[src/rtl/alu_pkg.sv]
// Shared constants and types for the wide-operation sequencer and its 16-bit ALU.
// Select codes are only meaningful together with the mode bit (SUB and XOR share a code).
package alu_pkg;

    localparam int ALU_W = 16;

    localparam logic MODE_ARITH = 1'b0;
    localparam logic MODE_LOGIC = 1'b1;

    localparam logic [3:0] SEL_ADD    = 4'b1001;
    localparam logic [3:0] SEL_SUB    = 4'b0110;
    localparam logic [3:0] SEL_XOR    = 4'b0110;
    localparam logic [3:0] SEL_PASS_A = 4'b1111;

    typedef enum logic [1:0] {
        IDLE = 2'd0,
        RUN  = 2'd1,
        DONE = 2'd2
    } state_t;

endpackage

[src/rtl/alu_wide_seq_if.sv]
// Request/ALU/result bundle between the wide sequencer (slave) and its environment (master).
// result_zero only exists when ALU_WIDE_ZERO_FLAG_EN is defined.
interface alu_wide_seq_if #(
    parameter int WORDS = 4
);
    import alu_pkg::*;

    logic                     start_valid;
    logic                     start_ready;
    logic                     op_mode;
    logic [3:0]               op_select;
    logic                     op_carry_in;
    logic [WORDS*ALU_W-1:0]   op_a;
    logic [WORDS*ALU_W-1:0]   op_b;

    logic [ALU_W-1:0]         alu_in_a;
    logic [ALU_W-1:0]         alu_in_b;
    logic [3:0]               alu_select;
    logic                     alu_mode;
    logic                     alu_carry_in;
    logic [ALU_W-1:0]         alu_result;
    logic                     alu_carry_out;

    logic                     result_valid;
    logic                     result_ready;
    logic [WORDS*ALU_W-1:0]   result;
    logic                     result_carry;
`ifdef ALU_WIDE_ZERO_FLAG_EN
    logic                     result_zero;
`endif

    modport slave (
        input  start_valid, op_mode, op_select, op_carry_in, op_a, op_b,
        input  alu_result, alu_carry_out, result_ready,
        output start_ready, alu_in_a, alu_in_b, alu_select, alu_mode, alu_carry_in,
        output result_valid, result, result_carry
`ifdef ALU_WIDE_ZERO_FLAG_EN
        , output result_zero
`endif
    );

    modport master (
        output start_valid, op_mode, op_select, op_carry_in, op_a, op_b,
        output alu_result, alu_carry_out, result_ready,
        input  start_ready, alu_in_a, alu_in_b, alu_select, alu_mode, alu_carry_in,
        input  result_valid, result, result_carry
`ifdef ALU_WIDE_ZERO_FLAG_EN
        , input result_zero
`endif
    );

endinterface

[src/rtl/alu_wide_seq.sv]
// Issues one WORDS x 16-bit operation to the ALU a word per cycle (LSW first), chaining carry/borrow.
// Latency: accept at edge T, result_valid after edge T+WORDS; one idle cycle minimum between ops.
// Backpressure: result held in DONE until result_ready; start_ready only in IDLE. Option: ALU_WIDE_ZERO_FLAG_EN.
module alu_wide_seq
    import alu_pkg::*;
#(
    parameter int WORDS = 4
) (
    input  logic          clk,
    input  logic          rst_n,
    alu_wide_seq_if.slave bus
);

    localparam int DATA_W = ALU_W;
    localparam int WIDE_W = WORDS * DATA_W;
    localparam int IDX_W  = $clog2(WORDS);
    localparam logic [IDX_W-1:0] LAST_IDX = IDX_W'(WORDS - 1);

    state_t              state;
    logic [WIDE_W-1:0]   a_q;
    logic [WIDE_W-1:0]   b_q;
    logic [WIDE_W-1:0]   result_q;
    logic [3:0]          sel_q;
    logic                mode_q;
    logic                carry_q;
    logic                result_carry_q;
    logic [IDX_W-1:0]    idx;
`ifdef ALU_WIDE_ZERO_FLAG_EN
    logic                zero_q;
`endif

    logic run;
    logic carry_next;

    assign run = (state == RUN);
    // Logic-mode ALU carry_out is meaningless, so it never enters the chain.
    assign carry_next = (mode_q == MODE_ARITH) ? bus.alu_carry_out : 1'b0;

    always_ff @(posedge clk or negedge rst_n) begin
        if (!rst_n) begin
            state          <= IDLE;
            a_q            <= '0;
            b_q            <= '0;
            result_q       <= '0;
            sel_q          <= '0;
            mode_q         <= MODE_ARITH;
            carry_q        <= 1'b0;
            result_carry_q <= 1'b0;
            idx            <= '0;
`ifdef ALU_WIDE_ZERO_FLAG_EN
            zero_q         <= 1'b0;
`endif
        end else begin
            case (state)
                IDLE: begin
                    if (bus.start_valid) begin
                        a_q            <= bus.op_a;
                        b_q            <= bus.op_b;
                        sel_q          <= bus.op_select;
                        mode_q         <= bus.op_mode;
                        carry_q        <= (bus.op_mode == MODE_ARITH) ? bus.op_carry_in : 1'b0;
                        result_q       <= '0;
                        result_carry_q <= 1'b0;
                        idx            <= '0;
`ifdef ALU_WIDE_ZERO_FLAG_EN
                        zero_q         <= 1'b1;
`endif
                        state          <= RUN;
                    end
                end
                RUN: begin
                    result_q[idx*DATA_W +: DATA_W] <= bus.alu_result;
                    carry_q <= carry_next;
                    idx     <= idx + 1'b1;
`ifdef ALU_WIDE_ZERO_FLAG_EN
                    zero_q  <= zero_q & (bus.alu_result == '0);
`endif
                    if (idx == LAST_IDX) begin
                        result_carry_q <= carry_next;
                        idx            <= '0;
                        state          <= DONE;
                    end
                end
                DONE: begin
                    if (bus.result_ready) begin
                        state <= IDLE;
                    end
                end
                default: state <= IDLE;
            endcase
        end
    end

    assign bus.start_ready  = (state == IDLE);
    assign bus.alu_in_a     = run ? a_q[idx*DATA_W +: DATA_W] : '0;
    assign bus.alu_in_b     = run ? b_q[idx*DATA_W +: DATA_W] : '0;
    assign bus.alu_select   = run ? sel_q : '0;
    assign bus.alu_mode     = run ? mode_q : 1'b0;
    assign bus.alu_carry_in = run ? carry_q : 1'b0;

    assign bus.result_valid = (state == DONE);
    assign bus.result       = result_q;
    assign bus.result_carry = result_carry_q;
`ifdef ALU_WIDE_ZERO_FLAG_EN
    assign bus.result_zero  = zero_q;
`endif

endmodule

[src/flat_wrapper.sv]
// flat-port wrapper written by rule: the top's interface ports become plain ports
module alu_wide_seq_flat import alu_pkg::*;
#(
    parameter int WORDS = 4
)
  (clk, rst_n, bus_start_valid, bus_op_mode, bus_op_select, bus_op_carry_in, bus_op_a, bus_op_b, bus_alu_result, bus_alu_carry_out, bus_result_ready, bus_start_ready, bus_alu_in_a, bus_alu_in_b, bus_alu_select, bus_alu_mode, bus_alu_carry_in, bus_result_valid, bus_result, bus_result_carry);
  alu_wide_seq_if #(.WORDS(WORDS)) bus_i ();
  input  logic clk;
  input  logic rst_n;
  input wire logic [$bits(bus_i.start_valid)-1:0] bus_start_valid;
  input wire logic [$bits(bus_i.op_mode)-1:0] bus_op_mode;
  input wire logic [$bits(bus_i.op_select)-1:0] bus_op_select;
  input wire logic [$bits(bus_i.op_carry_in)-1:0] bus_op_carry_in;
  input wire logic [$bits(bus_i.op_a)-1:0] bus_op_a;
  input wire logic [$bits(bus_i.op_b)-1:0] bus_op_b;
  input wire logic [$bits(bus_i.alu_result)-1:0] bus_alu_result;
  input wire logic [$bits(bus_i.alu_carry_out)-1:0] bus_alu_carry_out;
  input wire logic [$bits(bus_i.result_ready)-1:0] bus_result_ready;
  output wire logic [$bits(bus_i.start_ready)-1:0] bus_start_ready;
  output wire logic [$bits(bus_i.alu_in_a)-1:0] bus_alu_in_a;
  output wire logic [$bits(bus_i.alu_in_b)-1:0] bus_alu_in_b;
  output wire logic [$bits(bus_i.alu_select)-1:0] bus_alu_select;
  output wire logic [$bits(bus_i.alu_mode)-1:0] bus_alu_mode;
  output wire logic [$bits(bus_i.alu_carry_in)-1:0] bus_alu_carry_in;
  output wire logic [$bits(bus_i.result_valid)-1:0] bus_result_valid;
  output wire logic [$bits(bus_i.result)-1:0] bus_result;
  output wire logic [$bits(bus_i.result_carry)-1:0] bus_result_carry;
  assign bus_i.start_valid = bus_start_valid;
  assign bus_i.op_mode = bus_op_mode;
  assign bus_i.op_select = bus_op_select;
  assign bus_i.op_carry_in = bus_op_carry_in;
  assign bus_i.op_a = bus_op_a;
  assign bus_i.op_b = bus_op_b;
  assign bus_i.alu_result = bus_alu_result;
  assign bus_i.alu_carry_out = bus_alu_carry_out;
  assign bus_i.result_ready = bus_result_ready;
  assign bus_start_ready = bus_i.start_ready;
  assign bus_alu_in_a = bus_i.alu_in_a;
  assign bus_alu_in_b = bus_i.alu_in_b;
  assign bus_alu_select = bus_i.alu_select;
  assign bus_alu_mode = bus_i.alu_mode;
  assign bus_alu_carry_in = bus_i.alu_carry_in;
  assign bus_result_valid = bus_i.result_valid;
  assign bus_result = bus_i.result;
  assign bus_result_carry = bus_i.result_carry;
  alu_wide_seq #(.WORDS(WORDS)) u_core (.clk(clk), .rst_n(rst_n), .bus(bus_i));
endmodule
[config.mk]
export PLATFORM = sky130hd
export DESIGN_NAME = alu_wide_seq_flat
export DESIGN_NICKNAME = d
export VERILOG_FILES = /design/src/rtl/alu_pkg.sv /design/src/rtl/alu_wide_seq_if.sv /design/src/rtl/alu_wide_seq.sv /design/src/flat_wrapper.sv
export SDC_FILE = /design/constraint.sdc
export NUM_CORES = 1
export LEC_CHECK = 0
export CAP_MARGIN = 20
export CORE_MARGIN = 5
export CORE_UTILIZATION = 51
export DETAILED_ROUTE_END_ITERATION = 16
export PLACE_DENSITY = 0.85
export SLEW_MARGIN = 15
export SYNTH_ARGS = -nofsm -noshare
export SYNTH_HDL_FRONTEND = slang
export SYNTH_SLANG_ARGS = --single-unit
[constraint.sdc]
create_clock -name clk -period 5 [get_ports clk]
set_input_delay 0.5 -clock clk [delete_from_list [all_inputs] [get_ports clk]]
set_output_delay 0.5 -clock clk [all_outputs]
set_load 0.02 [all_outputs]
Yosys cells after proc, flatten, opt, wreduce, memory -nomap -nowiden
Index checks and enable logic that the tools add are counted.
Word-level totals
  bits in registers: 203
  latch bits: 0
  bits in writable memories: 0
  memory bits (read-only): 0
  input bits: 155
  memories kept: 0
Operators by class
  $add $sub $neg: 2
  multipliers: 0
  divide/modulo/power cells: 0
  $lt $le $gt $ge: 0
  eq/ne operators: 6
  shift-type cells: 4
  multiplexer cells: 22
  bitwise logic cells: 0
  reductions and logical operators: 6
Operators by type and width (number)
  $pmux 64 s2: 1
  $shiftx 64x7->16: 2
  $bwmux 64: 1
  $mux 64: 1
  $shift 16x34->64 const A: 1
  $shiftx 16x34->64: 1
  $neg 6->34: 1
  $mux 16: 2
  $mux 2: 5
  $mux 1: 7
  $ne 2x2->1 const B: 3
  $pmux 2 s3: 1
  $reduce_and 3->1: 2
  $eq 2x2->1 const B: 2
  $mux 4: 1
  $pmux 1 s2: 2
  $pmux 2 s2: 1
  $reduce_and 2->1: 2
  $add 2x1->2 const B: 1
  $eq 2x1->1 const B: 1
  $logic_not 2->1: 1
  $reduce_bool 2->1: 1

Logic depth before layout (Yosys ltp)
Gate-level depths: netlist of the first run.
  depth in word-level cells: 4
  mapped depth: 8
  gate-level depth less buffers: 5

Worst setup path before layout of the first run
Ideal clock, no wire load.
  path kind: register to register
  from: register u_core.idx[1]
  to: register u_core.result_q[16] (netlist: u_core.bus.result[16])
  arrival: 2.153 ns
  data required time: 4.934 ns
  setup slack: 2.782 ns
  cell stages (with the launch flop): 9
  path through: dfrtp_1 > buf_2 > clkbuf_1 > inv_1 > ha_1 > nand2_1 > nor3_4 > buf_2 > a22o_1
Between the ends
  cells in the longest elaborated chain, start to end: 4
  elaborated cells between the ends (all ways): 5
  those cells by class: add/sub: 1; shift: 2; mux: 2
Ends and longest elaborated chain
  start: declaration: line alu_wide_seq.sv:27  | logic [IDX_W-1:0] idx;
  start signal: assignment: line alu_wide_seq.sv:74  | idx <= idx + 1'b1;
  $neg 6->34 (*): line alu_wide_seq.sv:72  | result_q[idx*DATA_W +: DATA_W] <= bus.alu_result;
  $shiftx 16x34->64 / $shift 16x34->64 (equally long branches): line alu_wide_seq.sv:72
  $bwmux 64 (*): line alu_wide_seq.sv:72
  $pmux 64 s2 (*): line alu_wide_seq.sv:54  | case (state)
  end signal: indexed assignment: line alu_wide_seq.sv:72
  end: declaration: line alu_wide_seq.sv:22  | logic [WIDE_W-1:0] result_q;
Mark *: on every way between the ends. The rest lies on a longest branch, timed or not.
A chain may end at the register's enable or synchronous reset.

Worst setup path in the final report of the first run
  from: register u_core.idx[0]
  to: output bus_alu_in_a[3]
Between the ends
  cells in the longest elaborated chain, start to end: 2
Ends and longest elaborated chain
  $shiftx 64x7->16: line alu_wide_seq.sv:95  | assign bus.alu_in_a = run ? a_q[idx*DATA_W +: DATA_W] : '0;
  $mux 16: line alu_wide_seq.sv:95
  end: declaration: line flat_wrapper.sv:20  | output wire logic [$bits(bus_i.alu_in_a)-1:0] bus_alu_in_a;
Every way passes these cells.

==> impl_metrics.py, run 1 <==
metrics = {
    "synthesis": {
        "synthTopCellsByArea": "dfrtp_1 (58%), nand2_1 (17%), mux4_2 (8.2%)",
        "synth_edf_count": 0,
        "yosysTopAreaCellShare_pct": 57.85,
        "synth_nets": 994,
        "yosysMostFrequentCell": "nand2_1",
        "ys_warn_count": 0,
        "synth_cell_type_count": 26,
        "synthCells": 833,
        "yosys-top-cells-count": "nand2_1 (407), dfrtp_1 (203), a22o_1 (64), and2_1 (38), mux4_2 (32)",
        "yosysSeqAreaShare_pct": 57.85,
        "yosys.area.top_type": "dfrtp_1",
        "async_flop_share_pct": 100.0,
        "synth_area_mm2": 0.008781,
        "ys_ff_latch": 203,
        "synth_ff_type": "dfrtp_1",
        "syn_avg_cell_area_um2": 10.54,
    },
    "setup_path": {
        "r2r_setup_slack_ns": 2.06,
        "rr_worst_depth": 5,
        "cp_data_arrival_time_ns": 3.14,
        "cp_max_fo": 26,
        "start_kind": "register",
        "cp-end-kind": "output pin",
        "critPathKind": "reg2out",
        "rr_endpoint": "u_core.bus.result[61]",
        "critPathRequiredTime_ns": 4.50,
        "reg2reg_from": "u_core.idx[1]",
    },
    "worst_hold_path": {
        "min_path_type": "reg2reg",
        "hold_end": "u_core.a_q[42]",
        "hold_path_depth": 2,
        "min_from": "u_core.a_q[42]",
    },
    "final_layout": {
        "final_cells": 1314,
        "final_layout_size_suffix_gt1_share_pct": 7.728,
        "syn2layout_area_growth_pct": 39.14,
        "nNetsFinal": 1233,
    },
    "sta": {
        "maxSlewHeadroom_pct": 32.61,
        "worstMarginPinSlew_ns": 1.007,
        "setup-violations-final": 0,
        "rsz0062_at_grt": "no",
        "fin_crit_sh_pct": 72.76,
        "timing.final.ws_setup_ns": 1.362,
        "min_period_ns": 3.638,
        "worst_hold_slack_ns": 0.4704,
        "fmax_mhz": 274.9,
        "drv_slew": 0,
        "clock_skew_ns": 0.01006,
        "setup-tns-final_ns": 0,
        "hold_viol": 0,
    },
    "floorplan": {
        "fp.dieW_um": 141.2,
        "coreArea_mm2": 0.01712,
        "die_area_mm2": 0.01994,
        "std_cell_rows": 48,
        "initial_utilization_pct": 51.30,
        "pin_count": 260,
        "die_height_um": 141.2,
    },
    "global_routing": {
        "antenna_found_initial": 2,
        "overflow": 0,
        "grt_start_max_net_pins": 129,
        "grt_pass1_vias": 7227,
        "grt_use_total_pct": 24.22,
        "grt_pass1_wl_um": 38500,
    },
    "clocking": {
        "cts_tree": "yes",
        "cts_max_level": 1,
        "cts_inserted_buffers": 22,
        "clk_path_buf_depth": 3,
        "cts_sinks": 203,
        "cts_resized": 0,
        "root_buffer": "clkbuf_16",
        "clock_latency_ns": 0.50,
        "path_clk_slew_ns": 0.06,
    },
    "flow_run": {
        "cap_violations": 0,
    },
    "placed_design": {
        "place_inst": 1271,
        "dp_hpwl_um": 16570,
        "place.gp.congestion": 0.8116,
        "dp_slack_ns": 1.799,
        "io_buffers": 259,
    },
    "drt": {
        "ant_nets": 0,
        "drt_iter0_drc": 497,
        "post_drt_wl_per_cell_um": 18.45,
        "wirelength_um": 24250,
        "drcViolationCount": 0,
        "num_vias": 7011,
        "via_per_inst": 5.336,
        "drt_pass1_iterations": 6,
    },
    "outcome": {
        "outcome": "finished, final reports clean",
    },
    "power_and_ir_drop": {
        "powerDensity_mw_per_mm2": 648.5,
        "ir_worst_vdd_mv": 0.4721,
        "p_total_mw": 7.924,
        "p_leak_nw": 5.814,
    },
}
metal layers:
metal	routed length, µm	track usage, %	vias up
met1	9361	31.26	3417
met4	791	8.924	2
met5	11	0	-
met2	11780	39.90	315
met3	2299	6.072	57
li1	-	-	3220
worst max path at each step:
stage	start	to	slack (ns)	depth (start not counted)
2_1_floorplan	u_core.idx[1]	u_core.bus.result[16]	2.78	8
3_3_place_gp	u_core.idx[0]	bus_alu_in_b[15]	1.85	4
3_5_place_dp	u_core.idx[0]	bus_alu_in_a[7]	1.80	4
4_1_cts	u_core.idx[0]	bus_alu_in_b[13]	1.27	4
5_1_grt	u_core.idx[0]	bus_alu_in_b[14]	1.18	4
6_report	u_core.idx[0]	bus_alu_in_a[3]	1.36	4
sequential cells by signal (all words and copies together) (netlist names):
register and count:
u_core.idx 2, u_core.bus.result 64, u_core.a_q 64, u_core.b_q 64, u_core.sel_q 4, u_core.mode_q 1
u_core.carry_q 1, u_core.state 2, u_core.bus.result_carry 1
through the flow:
step | utilization, % | instance area (µm²)
after CTS | 71.13 | 12180
after global placement | 66.56 | 11390
after detailed placement | 66.56 | 11390
after global routing | 71.38 | 12220
after floorplan | - | 8781
final | 71.38 | 12220
report_power, final:
part	switching, mW	internal, mW
registers	0.527	2.32
clock network	0.642	1.09
logic	1.72	1.61
critical path: stages, from the launching register on:
cell	delay (ns)
dfrtp_2	0.91
buf_4	0.45
mux4_2	0.54
and2_1	0.19
clkdlybuf4s50_1	0.54
cells by family after synthesis:
group / share of synthesized area, %
muxes: 8.207
buffers and inverters: 3.847
and+or+nand+nor: 22.13
AOI/OAI and AO/OA: 7.110
DFF: 57.85
adders and majority gates: 0.8549
timing repair:
item	4_1_cts	5_1_grt
setup buffers	0	0
endpoints found under the hold margin	0	3
hold buffers	0	1
cells in the final DEF, fill, tap and decap left out, types with 2 or more instances in the layout:
cell,synthesis,layout
ha_1,6,6
inv_1,2,2
nand2_1,407,407
dfrtp_1,203,201
clkdlybuf4s50_1,0,258
clkinv_2,0,2
nand2b_1,6,6
diode_2,0,2
clkbuf_1,8,5
nor4b_4,2,2
o21ai_0,2,2
nand3_1,2,2
clkbuf_16,0,23
and2_1,38,38
bufinv_16,0,4
buf_4,5,7
o31ai_1,2,2
mux4_2,32,32
a21o_1,4,4
a22o_1,64,64
clkbuf_8,0,4
dfrtp_2,0,2
layout make-up:
class / count / area (µm²)
inverters: 2 / 7.507
diodes: 2 / 5.005
multi-input cells: 575 / 3373
well taps: 225 / 281.5
clock inverters: 8 / 146.4
repair buffers: 268 / 2686
fillers: 1205 / 4898
flip-flops and latches: 203 / 5082
clock buffers: 31 / 635.6
Note: power is estimated with default switching activity, not from simulation.
==> inputs of run 2 (changes only) <==
--- a/config.mk
+++ b/config.mk
@@ -7,9 +7,9 @@
 export LEC_CHECK = 0
 export CAP_MARGIN = 20
 export CORE_MARGIN = 5
-export CORE_UTILIZATION = 51
+export CORE_UTILIZATION = 48
 export DETAILED_ROUTE_END_ITERATION = 16
-export PLACE_DENSITY = 0.85
+export PLACE_DENSITY = 0.81
 export SLEW_MARGIN = 15
 export SYNTH_ARGS = -nofsm -noshare
 export SYNTH_HDL_FRONTEND = slang
==> constraint.sdc (replaced) <==
create_clock -name clk -period 3.8 [get_ports clk]
set_input_delay 0.38 -clock clk [delete_from_list [all_inputs] [get_ports clk]]
set_output_delay 0.38 -clock clk [all_outputs]
set_load 0.02 [all_outputs]
==> run 2 against run 1 <==
Compared with the run above:
- clock power rose by 17%
- clock-buffer cell count rose by 3
- design area fell by 0.51%
- die area rose by 5.8%
- sequential cell count did not move
- via count fell by 0.81%
- sequential power rose by 28%
- largest cell class unchanged
- critical endpoint is now bus_alu_in_b[5]
- wire length fell by 1.9%
==> impl_metrics.py, run 2 (synthesis results as in run 1) <==
metrics = {
    "outcome": {
        "outcome": "finished, final reports clean",
    },
    "placed_design": {
        "dpl-instance-area_mm2": 0.01146,
        "dp_hpwl_um": 16510,
        "io_buffers": 259,
        "place.gp.congestion": 0.8192,
    },
    "worst_hold_path": {
        "min_path_type": "in2reg",
        "hold_path_depth": 3,
        "hold_end": "u_core.a_q[40]",
        "min_from": "bus_op_a[40]",
    },
    "final_layout": {
        "diodes": 0,
        "stdcell_area_mm2": 0.01216,
        "seq_area_mm2": 0.005082,
        "nNetsFinal": 1237,
        "final_common_cell": "nand2_1",
        "syn2layout_area_growth_pct": 38.43,
        "multi_input_area_mm2": 0.003373,
        "final_layout_size_suffix_gt1_share_pct": 7.805,
        "final_cell_mix": "nand2_1 (407), clkdlybuf4s50_1 (258), dfrtp_1 (201), a22o_1 (64), and2_1 (38)",
        "fillerInstances": 1373,
    },
    "floorplan": {
        "fp.dieW_um": 145.3,
        "die_height_um": 145.3,
        "std_cell_rows": 49,
        "coreArea_mm2": 0.01796,
        "die_area_mm2": 0.02110,
        "initial_utilization_pct": 48.88,
        "pin_count": 260,
    },
    "sta": {
        "fin_crit_sh_pct": 81.45,
        "setup-violations-final": 0,
        "fmax_mhz": 323.1,
        "worst_hold_slack_ns": 0.4105,
        "clock_skew_ns": 0.01138,
        "worstMarginPinSlew_ns": 1.065,
        "drv_slew": 0,
        "hold_viol": 0,
        "min_period_ns": 3.095,
        "setup-tns-final_ns": 0,
        "maxSlewHeadroom_pct": 28.99,
        "rsz0062_at_grt": "no",
    },
    "clocking": {
        "cts_inserted_buffers": 22,
        "cts_max_level": 1,
        "cts_resized": 0,
        "clk_path_buf_depth": 3,
        "cts_sinks": 203,
        "path_clk_slew_ns": 0.06,
        "cts_tree": "yes",
        "root_buffer": "clkbuf_16",
        "clock_latency_ns": 0.49,
    },
    "global_routing": {
        "overflow": 0,
        "antenna_found_initial": 0,
        "grt_pass1_vias": 7118,
        "grt_pass1_wl_um": 38520,
        "grt_start_max_net_pins": 99,
        "grt_use_total_pct": 21.96,
    },
    "power_and_ir_drop": {
        "ir_worst_vdd_mv": 0.4719,
        "p_leak_nw": 5.789,
        "p_sw_mw": 3.742,
        "powerDensity_mw_per_mm2": 835.6,
        "p_int_mw": 6.415,
        "p_comb_share_pct": 44.1,
        "sequentialPowerShare_pct": 36.0,
        "p_total_mw": 10.16,
        "p_clk_share_pct": 19.9,
        "swShare_pct": 36.84,
    },
    "setup_path": {
        "rr_endpoint": "u_core.bus.result[55]",
        "rr_worst_depth": 4,
        "critPathKind": "reg2out",
        "r2r_setup_slack_ns": 1.10,
        "cp_data_arrival_time_ns": 2.72,
        "cp-end-kind": "output pin",
        "cp_max_fo": 28,
        "start_kind": "register",
        "critPathRequiredTime_ns": 3.42,
        "reg2reg_from": "u_core.idx[1]",
    },
    "drt": {
        "post_drt_wl_per_cell_um": 18.06,
        "drt_iter0_drc": 398,
        "drcViolationCount": 0,
        "ant_nets": 0,
        "wirelength_um": 23800,
        "via_per_inst": 5.276,
        "drt_pass1_iterations": 5,
        "num_vias": 6954,
    },
    "flow_run": {
        "cap_violations": 0,
    },
}
-- run 2: cell count changes in the layout (fill, tap and decap cells not counted) --
| cell | before | now |
|---|---|---|
| bufinv_16 | 4 | 0 |
| clkinv_4 | 1 | 0 |
| buf_16 | 1 | 0 |
| diode_2 | 2 | 0 |
| buf_12 | 0 | 2 |
| buf_4 | 7 | 10 |
| clkbuf_1 | 5 | 6 |
| clkbuf_8 | 4 | 6 |
-- run 2: worst max path at each step --
stage,start,end,slack [ns]
finish,u_core.idx[1],bus_alu_in_b[5],0.70
global route,u_core.idx[1],bus_alu_in_b[8],0.62
CTS,u_core.idx[1],bus_alu_in_b[5],0.67
detailed placement,u_core.idx[1],u_core.bus.result[54],1.12
global placement,u_core.idx[1],bus_alu_in_b[8],1.24
floorplan,u_core.idx[1],u_core.bus.result[16],1.58
-- run 2: power by group through the flow --
stage / clock (mW) / sequential, mW / combinational, mW
floorplan: 0 / 3.66 / 2.77
global route: 2.14 / 3.76 / 4.88
global placement: 0 / 3.63 / 4.40
CTS: 2.06 / 3.65 / 4.55
detailed placement: 0 / 3.67 / 4.52
finish: 2.02 / 3.66 / 4.48
-- run 2: cell type report --
cell class	count	area share [%]
well taps	229	2.357
flip-flops and latches	203	41.81
multi-input cells	575	27.75
repair buffers	272	22.39
clock buffers	34	5.486
inverters	2	0.06176
clock inverters	3	0.1441
-- run 2: critical path: stages (launching register included) --
cell	delay, ns
dfrtp_2	0.86
buf_4	0.32
mux4_2	0.30
and2_1	0.18
clkdlybuf4s50_1	0.56
-- run 2: what timing repair did --
| action | in CTS | in global routing |
|---|---|---|
| hold buffers | 1 | 0 |
| endpoints found under the setup margin | 0 | 0 |
| hold endpoints to repair | 82 | 0 |
| buffers inserted | 0 | 0 |
-- run 2: routing by layer --
layer  wire length [µm]  track usage, %  up-vias
met5                  0               0        -
met4                629           6.203        0
met3               2011           6.018       50
met2              11600           36.09      282
met1               9561           28.92     3400
li1                   -               -     3222
-- run 2: per-stage QoR --
step	utilization, %	setup WS, ns	cells
after CTS	67.67	0.6715	1318
after floorplan	-	1.582	833
after detailed placement	63.80	1.121	1280
after global routing	67.67	0.6151	1318
final	67.67	0.7048	1318
after global placement	63.80	1.237	1280
==> inputs of run 3 (changes only) <==
==> constraint.sdc (replaced) <==
create_clock -name clk -period 3.1 [get_ports clk]
set_input_delay 0.31 -clock clk [delete_from_list [all_inputs] [get_ports clk]]
set_output_delay 0.31 -clock clk [all_outputs]
set_load 0.02 [all_outputs]
==> run 3 against run 2 <==
Compared with the run above:
- via count is 1.0% lower
- die area stayed put
- clock skew is 0.0026 ns lower
- combinational power is 24% higher
- sequential cell count stayed put
- largest power group unchanged
==> impl_metrics.py, run 3 (synthesis results as in run 1) <==
metrics = {
    "power_and_ir_drop": {
        "swShare_pct": 37.01,
        "p_clk_share_pct": 19.7,
        "p_total_mw": 12.55,
        "p_comb_share_pct": 44.3,
        "powerDensity_mw_per_mm2": 1025,
        "p_int_mw": 7.907,
        "p_sw_mw": 4.646,
        "sequentialPowerShare_pct": 36.0,
        "ir_worst_vdd_mv": 0.7683,
        "p_leak_nw": 5.839,
    },
    "outcome": {
        "outcome": "finished, final reports clean",
    },
    "drt": {
        "num_vias": 6884,
        "ant_nets": 0,
        "post_drt_wl_per_cell_um": 18.36,
        "wirelength_um": 24320,
        "drt_iter0_drc": 336,
        "via_per_inst": 5.195,
        "drt_pass1_iterations": 8,
        "drcViolationCount": 0,
    },
    "setup_path": {
        "path_cells": "buf_12 -> mux4_2 -> and2_1 -> clkdlybuf4s50_1",
        "cp_max_fo": 17,
        "reg2reg_from": "u_core.idx[0]",
        "worst_path_max_delay_cell": "dfrtp_4",
        "cpPeakStageDelay_ns": 0.65,
        "start_kind": "register",
        "critPathKind": "reg2out",
        "cp-end-kind": "output pin",
        "crit_start": "u_core.idx[0]",
        "cp_data_arrival_time_ns": 2.66,
        "critPathRequiredTime_ns": 2.79,
    },
    "clocking": {
        "root_buffer": "clkbuf_16",
        "clock_latency_ns": 0.50,
        "cts_inserted_buffers": 22,
        "cts_setup_buffers": 0,
        "cts_tree": "yes",
        "cts_sinks": 203,
        "clk_path_buf_depth": 3,
        "cts_max_level": 1,
        "path_clk_slew_ns": 0.06,
    },
    "final_layout": {
        "final_cell_mix": "nand2_1 (407), clkdlybuf4s50_1 (258), dfrtp_1 (201), a22o_1 (64), and2_1 (38)",
        "final_common_cell": "nand2_1",
        "syn2layout_area_growth_pct": 39.41,
        "fillerInstances": 1357,
        "final_layout_size_suffix_gt1_share_pct": 8.402,
        "seq_area_mm2": 0.005085,
        "multi_input_area_mm2": 0.003373,
        "nNetsFinal": 1243,
    },
    "sta": {
        "timing.final.ws_setup_ns": 0.1278,
        "worst_hold_slack_ns": 0.3364,
        "clock_skew_ns": 0.008731,
        "setup-tns-final_ns": 0,
        "min_period_ns": 2.972,
        "maxSlewHeadroom_pct": 48.73,
        "rsz0062_at_grt": "no",
        "drv_slew": 0,
        "worstMarginPinSlew_ns": 0.7691,
        "setup-violations-final": 0,
        "fmax_mhz": 336.4,
        "fin_crit_sh_pct": 95.88,
        "hold_viol": 0,
    },
    "flow_run": {
        "cap_violations": 0,
    },
    "placed_design": {
        "place.gp.congestion": 0.7936,
        "dp_hpwl_um": 16650,
        "io_buffers": 259,
        "dp_slack_ns": 0.4873,
    },
    "floorplan": {
        "std_cell_rows": 49,
        "die_height_um": 145.3,
        "coreArea_mm2": 0.01796,
        "pin_count": 260,
        "fp.dieW_um": 145.3,
        "initial_utilization_pct": 48.88,
        "die_area_mm2": 0.02110,
    },
    "worst_hold_path": {
        "min_from": "bus_op_a[25]",
        "min_path_type": "in2reg",
    },
    "global_routing": {
        "overflow": 0,
        "grt_use_total_pct": 22.68,
        "grt_start_max_net_pins": 101,
        "antenna_found_initial": 1,
        "grt_pass1_wl_um": 39440,
        "grt_pass1_vias": 7262,
    },
}
[run 3: cell count changes in the layout (fill, tap and decap cells not counted), sizes merged]
cell,change
buf,+6
clkinv,+2
clkbuf,-1
clkinvlp,-1
diode,+1
[run 3: final cells by class]
type / count / area share (%)
diodes: 1 / 0.02044
clock buffers: 33 / 5.417
clock inverters: 4 / 0.1635
inverters: 2 / 0.06132
multi-input cells: 575 / 27.56
flip-flops and latches: 203 / 41.54
well taps: 229 / 2.341
repair buffers: 278 / 22.90
[run 3: power by group through the flow]
stage | clock [mW] | sequential (mW) | combinational (mW)
floorplan | 0 | 4.49 | 3.40
global placement | 0 | 4.49 | 5.44
detailed placement | 0 | 4.53 | 5.59
CTS | 2.53 | 4.52 | 5.63
global route | 2.64 | 4.66 | 6.05
finish | 2.47 | 4.52 | 5.56
[run 3: layer usage]
layer | global-route usage, % | up-vias | wire length [µm]
met1 | 30.00 | 3364 | 10060
met5 | 0 | - | 0
met2 | 37.20 | 249 | 11800
li1 | - | 3228 | -
met3 | 6.236 | 43 | 1876
met4 | 6.250 | 0 | 586
[run 3: what timing repair did]
action                                  in CTS  in global routing
gates resized for setup                      1                  0
hold endpoints to repair                    86                  0
hold buffers                                 1                  0
endpoints found under the setup margin      17                  0
[run 3: worst max-delay path, delay by kind of cell, from the launching register on]
family | cells | cell delay, ns
mux | 1 | 0.53
simple gates | 1 | 0.18
flops | 1 | 0.65
buf+inv | 2 | 0.78
[run 3: worst paths after layout]
check | slack [ns] | cells after the start | to
max | 0.13 | 4 | bus_alu_in_b[9]
min reg2reg | 0.47 | 2 | u_core.a_q[37]
max reg2reg | 0.80 | 7 | u_core.bus.result[57]
max in group asynchronous | 1.86 | 3 | u_core.idx[1]
min | 0.34 | 3 | u_core.a_q[25]
min in group asynchronous | 0.44 | 2 | u_core.a_q[10]
[run 3: stage by stage]
stage,instances,util (%),area (µm²)
finish,1325,68.15,12240
global route,1325,68.15,12240
CTS,1324,68.13,12240
detailed placement,1286,64.26,11540
global placement,1286,64.26,11540
floorplan,833,-,8781
